===== config.mk =====
export PLATFORM = sky130hd
export DESIGN_NAME = fir_mac_datapath_flat
export DESIGN_NICKNAME = d
export VERILOG_FILES = /design/src/rtl/fir_mac_datapath_if.sv /design/src/rtl/fir_mac_datapath.sv /design/src/flat_wrapper.sv
export SDC_FILE = /design/constraint.sdc
export NUM_CORES = 1
export LEC_CHECK = 0
export ABC_AREA = 1
export CAP_MARGIN = 40
export CORE_AREA = 10 10 206 286
export DETAILED_ROUTE_END_ITERATION = 10
export DIE_AREA = 0 0 216 296
export SYNTH_ARGS = -nofsm -noshare
export SYNTH_HDL_FRONTEND = slang
export SYNTH_SLANG_ARGS = --single-unit

===== constraint.sdc =====
create_clock -name clk -period 7.7 [get_ports clk]
set_input_delay 1.54 -clock clk [delete_from_list [all_inputs] [get_ports clk]]
set_output_delay 1.54 -clock clk [all_outputs]
set_load 0.01 [all_outputs]

===== src/rtl/fir_mac_datapath_if.sv =====
// fir_mac_datapath_if
//   Bundles the sample, controller-strobe, coefficient-write and result
//   signals of the FIR MAC datapath.
//   master : the side that produces samples, controller strobes and
//            coefficient writes (controller plus host, or a testbench).
//   slave  : the datapath itself.
//   Signals:
//     sample, x_in         new-sample strobe and value
//     clr, oe              controller strobes (idle window / output load)
//     coef_we/addr/data    coefficient register-file write port
//     co                   tap-counter carry back to the controller
//     y_out, y_valid       filtered output and its one-cycle update pulse
//     overrun              sticky dropped-sample flag
interface fir_mac_datapath_if #(
  parameter int DATA_W = 16,
  parameter int COEF_W = 16,
  parameter int TAPS   = 8
);
  localparam int AW = $clog2(TAPS);

  logic              sample;
  logic [DATA_W-1:0] x_in;
  logic              clr;
  logic              oe;
  logic              coef_we;
  logic [AW-1:0]     coef_addr;
  logic [COEF_W-1:0] coef_data;
  logic              co;
  logic [DATA_W-1:0] y_out;
  logic              y_valid;
  logic              overrun;

  modport master (
    output sample, x_in, clr, oe, coef_we, coef_addr, coef_data,
    input  co, y_out, y_valid, overrun
  );

  modport slave (
    input  sample, x_in, clr, oe, coef_we, coef_addr, coef_data,
    output co, y_out, y_valid, overrun
  );
endinterface


===== src/rtl/fir_mac_datapath.sv =====
// fir_mac_datapath
//   Multiply-accumulate datapath of a TAPS-long FIR filter, sequenced by an
//   external controller through clr (idle window) and oe (output load).
//   Holds the sample delay line, coefficient register file, tap counter k
//   and accumulator. One output per accepted sample, TAPS+2 cycles apart.
//   Ports:
//     clk    rising-edge clock
//     reset  synchronous, active-high
//     bus    fir_mac_datapath_if.slave (see interface file for signals)
//   Configuration macro:
//     FIR_SAT_EN  defined   -> y_out saturates to the DATA_W signed range
//                 undefined -> y_out keeps the low DATA_W bits (wraps)
module fir_mac_datapath #(
  parameter int DATA_W = 16,
  parameter int COEF_W = 16,
  parameter int TAPS   = 8,
  parameter int ACC_W  = 40
) (
  input  logic               clk,
  input  logic               reset,
  fir_mac_datapath_if.slave  bus
);
  localparam int AW = $clog2(TAPS);
  localparam int PW = DATA_W + COEF_W;
  localparam int SH = COEF_W - 1;
  localparam logic [AW-1:0] LAST_IDX = AW'(TAPS - 1);
  // TAPS modulo 2^AW; adding it undoes a negative wrap of newest-k.
  localparam logic [AW-1:0] TAPS_MOD = AW'(TAPS);
  localparam logic [AW-1:0] ONE_IDX  = AW'(1);

  logic signed [DATA_W-1:0] mem_r  [TAPS];
  logic signed [COEF_W-1:0] coef_r [TAPS];
  logic [AW-1:0]            wp_r;
  logic [AW-1:0]            k_r;
  logic signed [ACC_W-1:0]  acc_r;
  logic [DATA_W-1:0]        y_out_r;
  logic                     y_valid_r;
  logic                     overrun_r;

  logic [AW-1:0]            newest_s;
  logic [AW-1:0]            rd_idx_s;
  logic signed [PW-1:0]     prod_s;
  logic signed [ACC_W-1:0]  prod_ext_s;
  logic [DATA_W-1:0]        y_next_s;

  // Delay-line read address: the sample k steps older than the newest one.
  always_comb begin
    newest_s = '0;
    rd_idx_s = '0;
    if (wp_r == '0) begin
      newest_s = LAST_IDX;
    end else begin
      newest_s = wp_r - ONE_IDX;
    end
    if (newest_s >= k_r) begin
      rd_idx_s = newest_s - k_r;
    end else begin
      rd_idx_s = newest_s - k_r + TAPS_MOD;
    end
  end

  // Signed tap product, sign-extended to the accumulator width.
  always_comb begin
    prod_s     = mem_r[rd_idx_s] * coef_r[k_r];
    prod_ext_s = {{(ACC_W - PW){prod_s[PW-1]}}, prod_s};
  end

`ifdef FIR_SAT_EN
  localparam logic signed [ACC_W-1:0] SAT_MAX = {{(ACC_W - DATA_W + 1){1'b0}}, {(DATA_W - 1){1'b1}}};
  localparam logic signed [ACC_W-1:0] SAT_MIN = {{(ACC_W - DATA_W + 1){1'b1}}, {(DATA_W - 1){1'b0}}};
  logic signed [ACC_W-1:0] shifted_s;

  // Rescale Q-format sum and clamp to the signed output range.
  always_comb begin
    shifted_s = acc_r >>> SH;
    if (shifted_s > SAT_MAX) begin
      y_next_s = {1'b0, {(DATA_W - 1){1'b1}}};
    end else if (shifted_s < SAT_MIN) begin
      y_next_s = {1'b1, {(DATA_W - 1){1'b0}}};
    end else begin
      y_next_s = shifted_s[DATA_W-1:0];
    end
  end
`else
  // Rescale Q-format sum; the low DATA_W bits of acc>>>SH are this slice.
  always_comb begin
    y_next_s = acc_r[SH + DATA_W - 1:SH];
  end
`endif

  // Delay line, coefficients, tap counter, accumulator and output registers.
  always_ff @(posedge clk) begin
    if (reset) begin
      for (int i = 0; i < TAPS; i++) begin
        mem_r[i]  <= '0;
        coef_r[i] <= '0;
      end
      wp_r      <= '0;
      k_r       <= '0;
      acc_r     <= '0;
      y_out_r   <= '0;
      y_valid_r <= 1'b0;
      overrun_r <= 1'b0;
    end else if (bus.clr) begin
      // Idle window: clr wins over oe, so y_out is never loaded here.
      acc_r     <= '0;
      k_r       <= '0;
      y_valid_r <= 1'b0;
      if (bus.sample) begin
        mem_r[wp_r] <= bus.x_in;
        wp_r        <= (wp_r == LAST_IDX) ? '0 : wp_r + ONE_IDX;
      end
      // Addresses beyond TAPS-1 exist only for non-power-of-two lengths.
      if (bus.coef_we && (int'(bus.coef_addr) < TAPS)) begin
        coef_r[bus.coef_addr] <= bus.coef_data;
      end
    end else begin
      // Busy window: samples are dropped, coefficient writes ignored.
      if (bus.sample) begin
        overrun_r <= 1'b1;
      end
      if (bus.oe) begin
        y_out_r   <= y_next_s;
        y_valid_r <= 1'b1;
      end else begin
        acc_r     <= acc_r + prod_ext_s;
        y_valid_r <= 1'b0;
        if (k_r != LAST_IDX) begin
          k_r <= k_r + ONE_IDX;
        end
      end
    end
  end

  // Carry is combinational so the controller sees it on the last tap itself.
  assign bus.co      = (k_r == LAST_IDX) && !bus.clr;
  assign bus.y_out   = y_out_r;
  assign bus.y_valid = y_valid_r;
  assign bus.overrun = overrun_r;
endmodule


===== src/flat_wrapper.sv =====
// flat-port wrapper written by rule: the top's interface ports become plain ports
module fir_mac_datapath_flat 
#(
  parameter int DATA_W = 16,
  parameter int COEF_W = 16,
  parameter int TAPS   = 8,
  parameter int ACC_W  = 40
)
  (clk, reset, bus_sample, bus_x_in, bus_clr, bus_oe, bus_coef_we, bus_coef_addr, bus_coef_data, bus_co, bus_y_out, bus_y_valid, bus_overrun);
  fir_mac_datapath_if #(.DATA_W(DATA_W), .COEF_W(COEF_W), .TAPS(TAPS)) bus_i ();
  input  logic clk;
  input  logic reset;
  input wire logic [$bits(bus_i.sample)-1:0] bus_sample;
  input wire logic [$bits(bus_i.x_in)-1:0] bus_x_in;
  input wire logic [$bits(bus_i.clr)-1:0] bus_clr;
  input wire logic [$bits(bus_i.oe)-1:0] bus_oe;
  input wire logic [$bits(bus_i.coef_we)-1:0] bus_coef_we;
  input wire logic [$bits(bus_i.coef_addr)-1:0] bus_coef_addr;
  input wire logic [$bits(bus_i.coef_data)-1:0] bus_coef_data;
  output wire logic [$bits(bus_i.co)-1:0] bus_co;
  output wire logic [$bits(bus_i.y_out)-1:0] bus_y_out;
  output wire logic [$bits(bus_i.y_valid)-1:0] bus_y_valid;
  output wire logic [$bits(bus_i.overrun)-1:0] bus_overrun;
  assign bus_i.sample = bus_sample;
  assign bus_i.x_in = bus_x_in;
  assign bus_i.clr = bus_clr;
  assign bus_i.oe = bus_oe;
  assign bus_i.coef_we = bus_coef_we;
  assign bus_i.coef_addr = bus_coef_addr;
  assign bus_i.coef_data = bus_coef_data;
  assign bus_co = bus_i.co;
  assign bus_y_out = bus_i.y_out;
  assign bus_y_valid = bus_i.y_valid;
  assign bus_overrun = bus_i.overrun;
  fir_mac_datapath #(.DATA_W(DATA_W), .COEF_W(COEF_W), .TAPS(TAPS), .ACC_W(ACC_W)) u_core (.clk(clk), .reset(reset), .bus(bus_i));
endmodule

# After elaboration in Yosys (flattened, before gate mapping)
# Memory sizes are Yosys's and may differ from the RTL's. A register that Yosys moved wholly into a read port is not among the register bits.
# Index checks and enable logic that the tools add are counted.
# W data, S select, Z words.
[word_totals]
register_bits = 64
mem_bits_rw = 256
out_inout_bits = 19
elab_cells = 50
mem_count = 2
[mem_list]
columns = ["name", "words", "width", "read_ports", "rd_ports_with_merged_regs", "write_ports", "line", "source"]
rows = [
  ["u_core.coef_r", 8, 16, 1, 1, 8, "fir_mac_datapath.sv:32", "logic signed [COEF_W-1:0] coef_r [TAPS];"],
  ["u_core.mem_r", 8, 16, 1, 0, 8, "fir_mac_datapath.sv:31", "logic signed [DATA_W-1:0] mem_r [TAPS];"],
]
[op_classes]
n_addsub = 5
n_mul = 1
n_eq_ne = 3
muxes = 21
n_bitwise = 2
n_reduce_logical = 10
[op_table]
columns = ["op", "n"]
rows = [
  ["$add A40 B32 Y40", 1],
  ["$mul A16 B16 Y32", 1],
  ["$mux W16", 2],
  ["$reduce_or A16 Y1", 2],
  ["$mux W3", 6],
  ["$mux W1", 13],
  ["$reduce_and A2 Y1", 4],
  ["$add A3 B1 Y3 const B", 2],
  ["$eq A3 B3 Y1 const B", 2],
  ["$logic_not A3 Y1", 1],
  ["$ne A3 B3 Y1 const B", 1],
  ["$sub A3 B1 Y3 const B", 1],
  ["$sub A3 B3 Y3", 1],
  ["$not A1 Y1", 2],
  ["$reduce_or A2 Y1", 1],
  ["$logic_and A1 B1 Y1", 1],
  ["$logic_not A1 Y1", 1],
]

# Longest topological paths before layout
# Gate-level depths: netlist (run 1).
[depth]
ltp_word = 6
mapped_depth = 43
mapped_depth_nobuf = 43

# Worst setup path after synthesis (run 1)
# Ideal clock, no wire load.
[synth_timing]
path_kind = "register -> register"
startpoint = "reg u_core.wp_r[0]"
endpoint = "reg u_core.acc_r[20]"
setup_time_ps = 116
arrival_time_ps = 6982
required_ps = 7584
path_slack_ps = 602
path_stages_with_launch = 36
n_path_buf = 1
synth_period_minus_slack_ps = 7098
path_cell_list = "dfxtp_1 inv_1 ha_1 a21oi_1 ha_1 fa_1 inv_2 clkbuf_1 a21oi_1 a32o_1 nand2_1 nand2_1 clkinv_1 nand2_1 fa_1 inv_1 fa_1 inv_1 fa_1 inv_1 fa_1 fa_1 inv_1 fa_1 inv_1 ha_1 nand2_1 inv_1 a21boi_0 o21ai_0 a21oi_1 o21ai_0 xnor2_1 nand2_1 o211ai_1 inv_1"
[synth_between]
elab_chain_cells = 6
word_cells_on_any_way = 7
classes_between = "add/sub: 3; mul: 1; mux: 1; reduce/logical: 1; memory: 1"
[synth_lines]
columns = ["element", "line", "source"]
rows = [
  ["start: declaration", "fir_mac_datapath.sv:33", "logic [AW-1:0] wp_r;"],
  ["start signal: assignment", "fir_mac_datapath.sv:111", "wp_r <= (wp_r == LAST_IDX) ? '0 : wp_r + ONE_IDX;"],
  ["$sub A3 B1 Y3 / $logic_not A3 Y1 (equally long branches)", "fir_mac_datapath.sv:53, fir_mac_datapath.sv:50", ""],
  ["$mux W3 (*)", "fir_mac_datapath.sv:50", "if (wp_r == '0) begin"],
  ["$sub A3 B3 Y3 (*)", "fir_mac_datapath.sv:56, fir_mac_datapath.sv:58", ""],
  ["$mem_v2 Z8 W16 (*)", "-", ""],
  ["$mul A16 B16 Y32 (*)", "fir_mac_datapath.sv:64", "prod_s = mem_r[rd_idx_s] * coef_r[k_r];"],
  ["$add A40 B32 Y40 (*)", "fir_mac_datapath.sv:126", "acc_r <= acc_r + prod_ext_s;"],
  ["end signal: assignment", "fir_mac_datapath.sv:126", ""],
  ["end: declaration", "fir_mac_datapath.sv:35", "logic signed [ACC_W-1:0] acc_r;"],
]
# Mark *: on every way between the ends. The rest lies on a longest branch, timed or not.
# A chain may end at the register's enable or synchronous reset.

# Worst setup path in the final report (run 1)
[layout_timing]
startpoint = "reg u_core.wp_r[0]"
endpoint = "reg u_core.acc_r[29]"
# Same word-level chain as after synthesis.

==> results of run 1 <==
==> cell families after synthesis <==
kind of cell	count (synthesis)	share of synthesized area (%)
compound gates	263	6.81
flops	314	36.3
xor+xnor	19	0.682
buf+inv	581	9.38
fa+ha+maj	388	28.7
simple gates	1111	18.1
==> registers in the layout, summed over array words and instances, names as in the netlist, named ones only <==
name,flops
u_core.acc_r,31
u_core.bus.overrun,1
u_core.bus.y_out,16
u_core.bus.y_valid,1
u_core.coef_r,128
u_core.k_r,3
u_core.mem_r,128
u_core.wp_r,3
==> worst max-delay path: cells and delay by family (launching register included) <==
kind / cells / cell delay (ns)
simple gates: 9 / 0.82
flops: 1 / 0.34
fa+ha+maj: 10 / 4.24
buf+inv: 12 / 1.18
compound gates: 4 / 0.79
==> area by class of cell <==
cell class              count  area, µm²
inverters                 491       1870
fillers                  4988      25600
clock inverters            18        184
flip-flops and latches    314       8850
multi-input cells        1781      13500
clock buffers              41        898
well taps                 721        902
repair buffers            198       1910
==> cell usage after synthesis <==
| library cell | instances |
|---|---|
| o221ai_1 | 11 |
| clkinv_2 | 1 |
| xor2_1 | 11 |
| a31o_2 | 2 |
| xnor2_1 | 8 |
| nand3_4 | 2 |
| clkinv_1 | 3 |
| o21a_1 | 4 |
| buf_4 | 8 |
| a21boi_1 | 1 |
| dfxtp_1 | 58 |
| clkbuf_1 | 45 |
| nand3_1 | 47 |
| inv_2 | 20 |
| nand2_4 | 2 |
| o211ai_1 | 7 |
| nor3_1 | 10 |
| a32o_1 | 46 |
| o21ai_0 | 72 |
| ha_1 | 102 |
| inv_6 | 1 |
| nor2_1 | 499 |
| o21bai_1 | 4 |
| a21boi_0 | 1 |
| a21oi_1 | 99 |
| inv_1 | 466 |
| a31oi_1 | 1 |
| buf_1 | 5 |
| nand3b_1 | 1 |
| nand4_1 | 7 |
| edfxtp_1 | 256 |
| nand2_2 | 19 |
| nand2_1 | 517 |
| fa_1 | 286 |
| a21o_1 | 4 |
| nand2_8 | 3 |
| a221oi_1 | 1 |
| buf_2 | 27 |
| nand3_2 | 4 |
| o31ai_1 | 2 |
| o21ai_1 | 7 |
| a22o_1 | 1 |
| buf_6 | 5 |
==> cell usage in the layout, fill, tap and decap left out, types with 6 or more instances in the layout <==
cell type        synthesis  layout
o221ai_1                11      11
clkbuf_16                0      36
clkbuf_1                45       6
a21oi_2                  0      15
dfxtp_1                 58      56
ha_1                   102      89
nor2_1                 499     493
inv_2                   20      22
nand3_2                  4       6
clkdlybuf4s50_1          0      59
buf_4                    8     113
xnor2_1                  8       8
a21oi_1                 99      84
xor2_1                  11      11
a32o_1                  46      46
buf_8                    0      11
ha_2                     0       9
fa_2                     0       6
fa_1                   286     280
o21ai_1                  7      11
edfxtp_1               256     256
nand2_1                517     505
nand3_1                 47      45
inv_1                  466     461
nand4_1                  7       7
clkinv_2                 1       8
o21ai_0                 72      64
nand2_2                 19      30
o211ai_1                 7       7
==> how the worst min path moves through the flow <==
stage          cells after the start  slack [ns]                from              endpoint
5_1_grt                            2        0.51     u_core.acc_r[1]       u_core.acc_r[1]
4_1_cts                            2        0.49     u_core.acc_r[0]       u_core.acc_r[0]
3_5_place_dp                       1        0.47  u_core.bus.overrun    u_core.bus.overrun
6_report                           1        0.48  u_core.bus.overrun    u_core.bus.overrun
2_1_floorplan                      2        0.45    u_core.acc_r[28]  u_core.bus.y_out[13]
3_3_place_gp                       2        0.46     u_core.acc_r[0]       u_core.acc_r[0]
==> what timing repair did <==
| action | CTS | global route |
|---|---|---|
| gates resized for setup | 0 | 100 |
| setup endpoints to repair | 0 | 19 |
| buffers inserted | 0 | 10 |
==> routing by layer <==
metal / vias to the layer above / routed length (µm) / part of all wire (%) / global-route usage [%]
li1: 8636 / - / - / -
met1: 9303 / 27400 / 38 / 25.9
met2: 561 / 37300 / 52 / 41.2
met3: 144 / 3510 / 4.9 / 2.92
met4: 0 / 3220 / 4.5 / 9.93
met5: - / 0 / 0 / 0
==> stage by stage <==
step,TNS (ns),std cells
2_1_floorplan,0,2676
3_3_place_gp,0,3478
3_5_place_dp,0,3494
4_1_cts,0,3553
5_1_grt,-0.0546,3564
6_report,0,3564
==> results_dict.tcl, run 1 <==
set metrics [dict create \
    start_kind "register" \
    holdBufCountCts 0 \
    clock_sinks 314 \
    vias_per_cell 5.23 \
    cts_buffers 34 \
    nets 3249 \
    reg2reg_slack_ns 0.22 \
    worstSkewPairLatency_ns 0.56 \
    period_share_pct 97.1 \
    cts_root_buf "clkbuf_16" \
    hpwl_um 54400 \
    crit_path_max_fanout 16 \
    worst_slack_ns 0.221 \
    ys_warn_count 0 \
    fin_worst_skew_ns 0.0225 \
    critical_path_required_ns 8.15 \
    yosys-top-cells-area "edfxtp_1 32%, fa_1 23%, nand2_1 8.0%, nor2_1 7.7%, inv_1 7.2%" \
    synth.distinct_cells 43 \
    path_clk_slew_ns 0.06 \
    crit_arrival_ns 7.93 \
    slew_viol_final 0 \
    area_growth_pct 15.4 \
    rr_worst_depth 35 \
    cts.path.max_buffers 3 \
    rsz0062_at_grt "yes" \
    rr_endpoint "u_core.acc_r[29]" \
    maxCapViolCount 0 \
    overflow 0 \
    place.gp.congestion 0.982 \
    crit_start "u_core.wp_r[0]" \
    h-tree-depth 2 \
    critPathKind "register to register" \
    hold_viol 0 \
    hold_slack_ns 0.484 \
    synth_area_mm2 0.0244 \
    diodes 0 \
    fin_util_pct 52.4 \
    synth_top_area_cell "edfxtp_1" \
    grt_use_total_pct 22.5 \
    timing.final.crit_period_ns 7.48 \
    core_area_mm2 0.0537 \
    ys_ff_latch 314 \
    pre_cts_ws_ns 0.0971 \
    outcome "complete, no violations" \
    syn_inst 2676 \
    max_slew_margin_pct 39.9 \
    placed_area_mm2 0.0267 \
    worst_pin_slew_ns 0.899 \
    yosysTopAreaCellShare_pct 31.5 \
    drcViolationCount 0 \
    initial_core_util_pct 45.4 \
    hp-class "register to register" \
    drt_wl_total_um 71400 \
    cpMaxStageDelayCell "fa_2" \
    grt_max_degree 65 \
    cts_tree "yes" \
    design_area_mm2 0.0281 \
    cpMostUsedCell "inv_1" \
    setup_viol 0 \
    dieArea_mm2 0.0639 \
    grt_pass1_vias 19700 \
    row_count 101 \
    port_buffers 59 \
    drt_pass1_iterations 5 \
    yosysSeqAreaShare_pct 36.3 \
    antenna_left 0 \
    first_iter_violations 1226 \
    boundaryPins 60 \
    end_kind "register" \
    drive_gt1_share_pct 11.2 \
    synth_fp_nets 3105 \
    grt_pass1_wl_um 112000 \
    cpPeakStageDelay_ns 0.62 \
    fp.dieW_um 216 \
    synth_area_per_cell_um2 9.12 \
    wl_per_cell_um 20.0 \
    crit_end "u_core.acc_r[29]" \
    worstReg2RegStart "u_core.wp_r[0]" \
    antenna_found_initial 0 \
    die_y_um 296 \
    clock.fmax_mhz 134 \
    routed-via-count 18600 \
]
Power of run 1 is not shown: default switching activity piles up to over one toggle a cycle in this logic, so the estimate is an artifact.
==> run 2: changes to the inputs <==
--- a/config.mk
+++ b/config.mk
@@ -7,9 +7,11 @@
 export LEC_CHECK = 0
 export ABC_AREA = 1
 export CAP_MARGIN = 40
-export CORE_AREA = 10 10 206 286
+export CORE_AREA = 2 2 198 278
+export CTS_CLUSTER_SIZE = 28
 export DETAILED_ROUTE_END_ITERATION = 10
-export DIE_AREA = 0 0 216 296
+export DIE_AREA = 0 0 200 280
+export PLACE_DENSITY_LB_ADDON = 0.2
 export SYNTH_ARGS = -nofsm -noshare
 export SYNTH_HDL_FRONTEND = slang
 export SYNTH_SLANG_ARGS = --single-unit
==> results_dict.tcl, run 2 (same netlist as run 1, synthesis figures left out) <==
set metrics [dict create \
    overflow 0 \
    port_buffers 59 \
    routed-via-count 18700 \
    drcViolationCount 0 \
    end_kind "register" \
    antenna_left 0 \
    cts.path.max_buffers 3 \
    boundaryPins 60 \
    antenna_found_initial 0 \
    row_count 101 \
    dieArea_mm2 0.0560 \
    critical_path_required_ns 8.20 \
    hp-class "register to register" \
    initial_core_util_pct 45.4 \
    drt_pass1_iterations 5 \
    crit_start "u_core.wp_r[1]" \
    place.gp.congestion 0.978 \
    nets 3289 \
    grt_max_degree 65 \
    diodes 0 \
    worst_slack_ns 0.302 \
    final_cell_mix "508 x nand2_1, 493 x nor2_1, 455 x inv_1" \
    vias_per_cell 5.20 \
    grt_use_total_pct 26.6 \
    max_slew_margin_pct 42.3 \
    top_regs "u_core.coef_r x128, u_core.mem_r x128, u_core.acc_r x31" \
    seq_area_mm2 0.00885 \
    die_y_um 280 \
    worst_pin_slew_ns 0.863 \
    grt_pass1_wl_um 111000 \
    holdBufCountCts 0 \
    wl_per_cell_um 20.1 \
    cpMostUsedCell "fa_1" \
    cts_buffers 36 \
    hold_viol 0 \
    crit_path_max_fanout 12 \
    maxCapViolCount 0 \
    slew_viol_final 0 \
    clock.fmax_mhz 135 \
    clock_sinks 314 \
    crit_arrival_ns 7.89 \
    worstSkewPairLatency_ns 0.57 \
    multi_input_area_mm2 0.0135 \
    h-tree-depth 2 \
    cts_root_buf "clkbuf_16" \
    setup_viol 0 \
    drt_wl_total_um 72300 \
    critPathKind "register to register" \
    hpwl_um 55300 \
    start_kind "register" \
    path_clk_slew_ns 0.07 \
    grt_pass1_vias 19700 \
    drive_gt1_share_pct 12.1 \
    fp.dieW_um 200 \
    pre_cts_ws_ns 0.0683 \
    cts_tree "yes" \
    core_area_mm2 0.0537 \
    cpMaxStageDelayCell "fa_1" \
    first_iter_violations 1139 \
    area_growth_pct 17.3 \
    period_share_pct 96.1 \
    cpPeakStageDelay_ns 0.62 \
    timing.final.crit_period_ns 7.40 \
    worstHoldStart "u_core.acc_r[3]" \
    worstReg2RegStart "u_core.wp_r[1]" \
    outcome "complete, no violations" \
    fin_worst_skew_ns 0.0398 \
    fillers 4942 \
    final_common_cell "nand2_1" \
]
## run 2: cell count changes in the layout (fill, tap and decap cells not counted), moves of 5 or more
cell / delta
a21oi_1: +8
a21oi_2: -8
buf_12: +6
buf_4: +32
clkinvlp_4: +8
ha_1: +5
ha_2: -6
inv_1: -6
## run 2: path summary, 6_finish.rpt
kind                            slack (ns)  cells after the start          endpoint
worst min register to register        0.48                      2   u_core.acc_r[3]
worst max-delay path                  0.30                     32  u_core.acc_r[26]
worst min-delay path                  0.48                      2   u_core.acc_r[3]
worst max register to register        0.30                     32  u_core.acc_r[26]
## run 2: layout make-up
| class | count | share of cell area, % |
|---|---|---|
| clock buffers | 43 | 3.39 |
| clock inverters | 20 | 0.761 |
| inverters | 491 | 6.57 |
| multi-input cells | 1781 | 47.2 |
| flip-flops and latches | 314 | 30.9 |
| well taps | 721 | 3.15 |
| repair buffers | 236 | 8.01 |
## run 2: worst max-delay path, delay by kind of cell, from the launching register on
family / cells / cell delay, ns
adders and majority gates: 10 / 4.19
and+or+nand+nor: 7 / 1.00
buffers and inverters: 9 / 0.89
AOI/OAI and AO/OA: 6 / 0.89
DFF: 1 / 0.32
## run 2: stage by stage
stage	area [µm²]	hold WS [ns]	util (%)	std cells	TNS, ns
finish	28600	0.477	53.3	3606	0
CTS	28200	0.476	52.5	3592	0
detailed placement	27000	0.467	50.3	3529	0
floorplan	24400	0.448	-	2676	0
global route	28600	0.500	53.3	3606	-0.0279
global placement	26700	0.460	49.6	3511	0
## run 2: per-layer routing
layer	share of wire [%]	vias to the layer above	global-route usage, %
met5	0	-	0
met4	5.2	0	13.3
met3	4.9	177	3.15
met2	51	573	47.2
met1	39	9286	31.7
li1	-	8713	-
## run 2: repair_timing
item	CTS	global route
setup buffers	0	13
endpoints found under the setup margin	0	18
hold endpoints to repair	0	0
gates resized for setup	0	82
Power of run 2 is left out for the same reason.
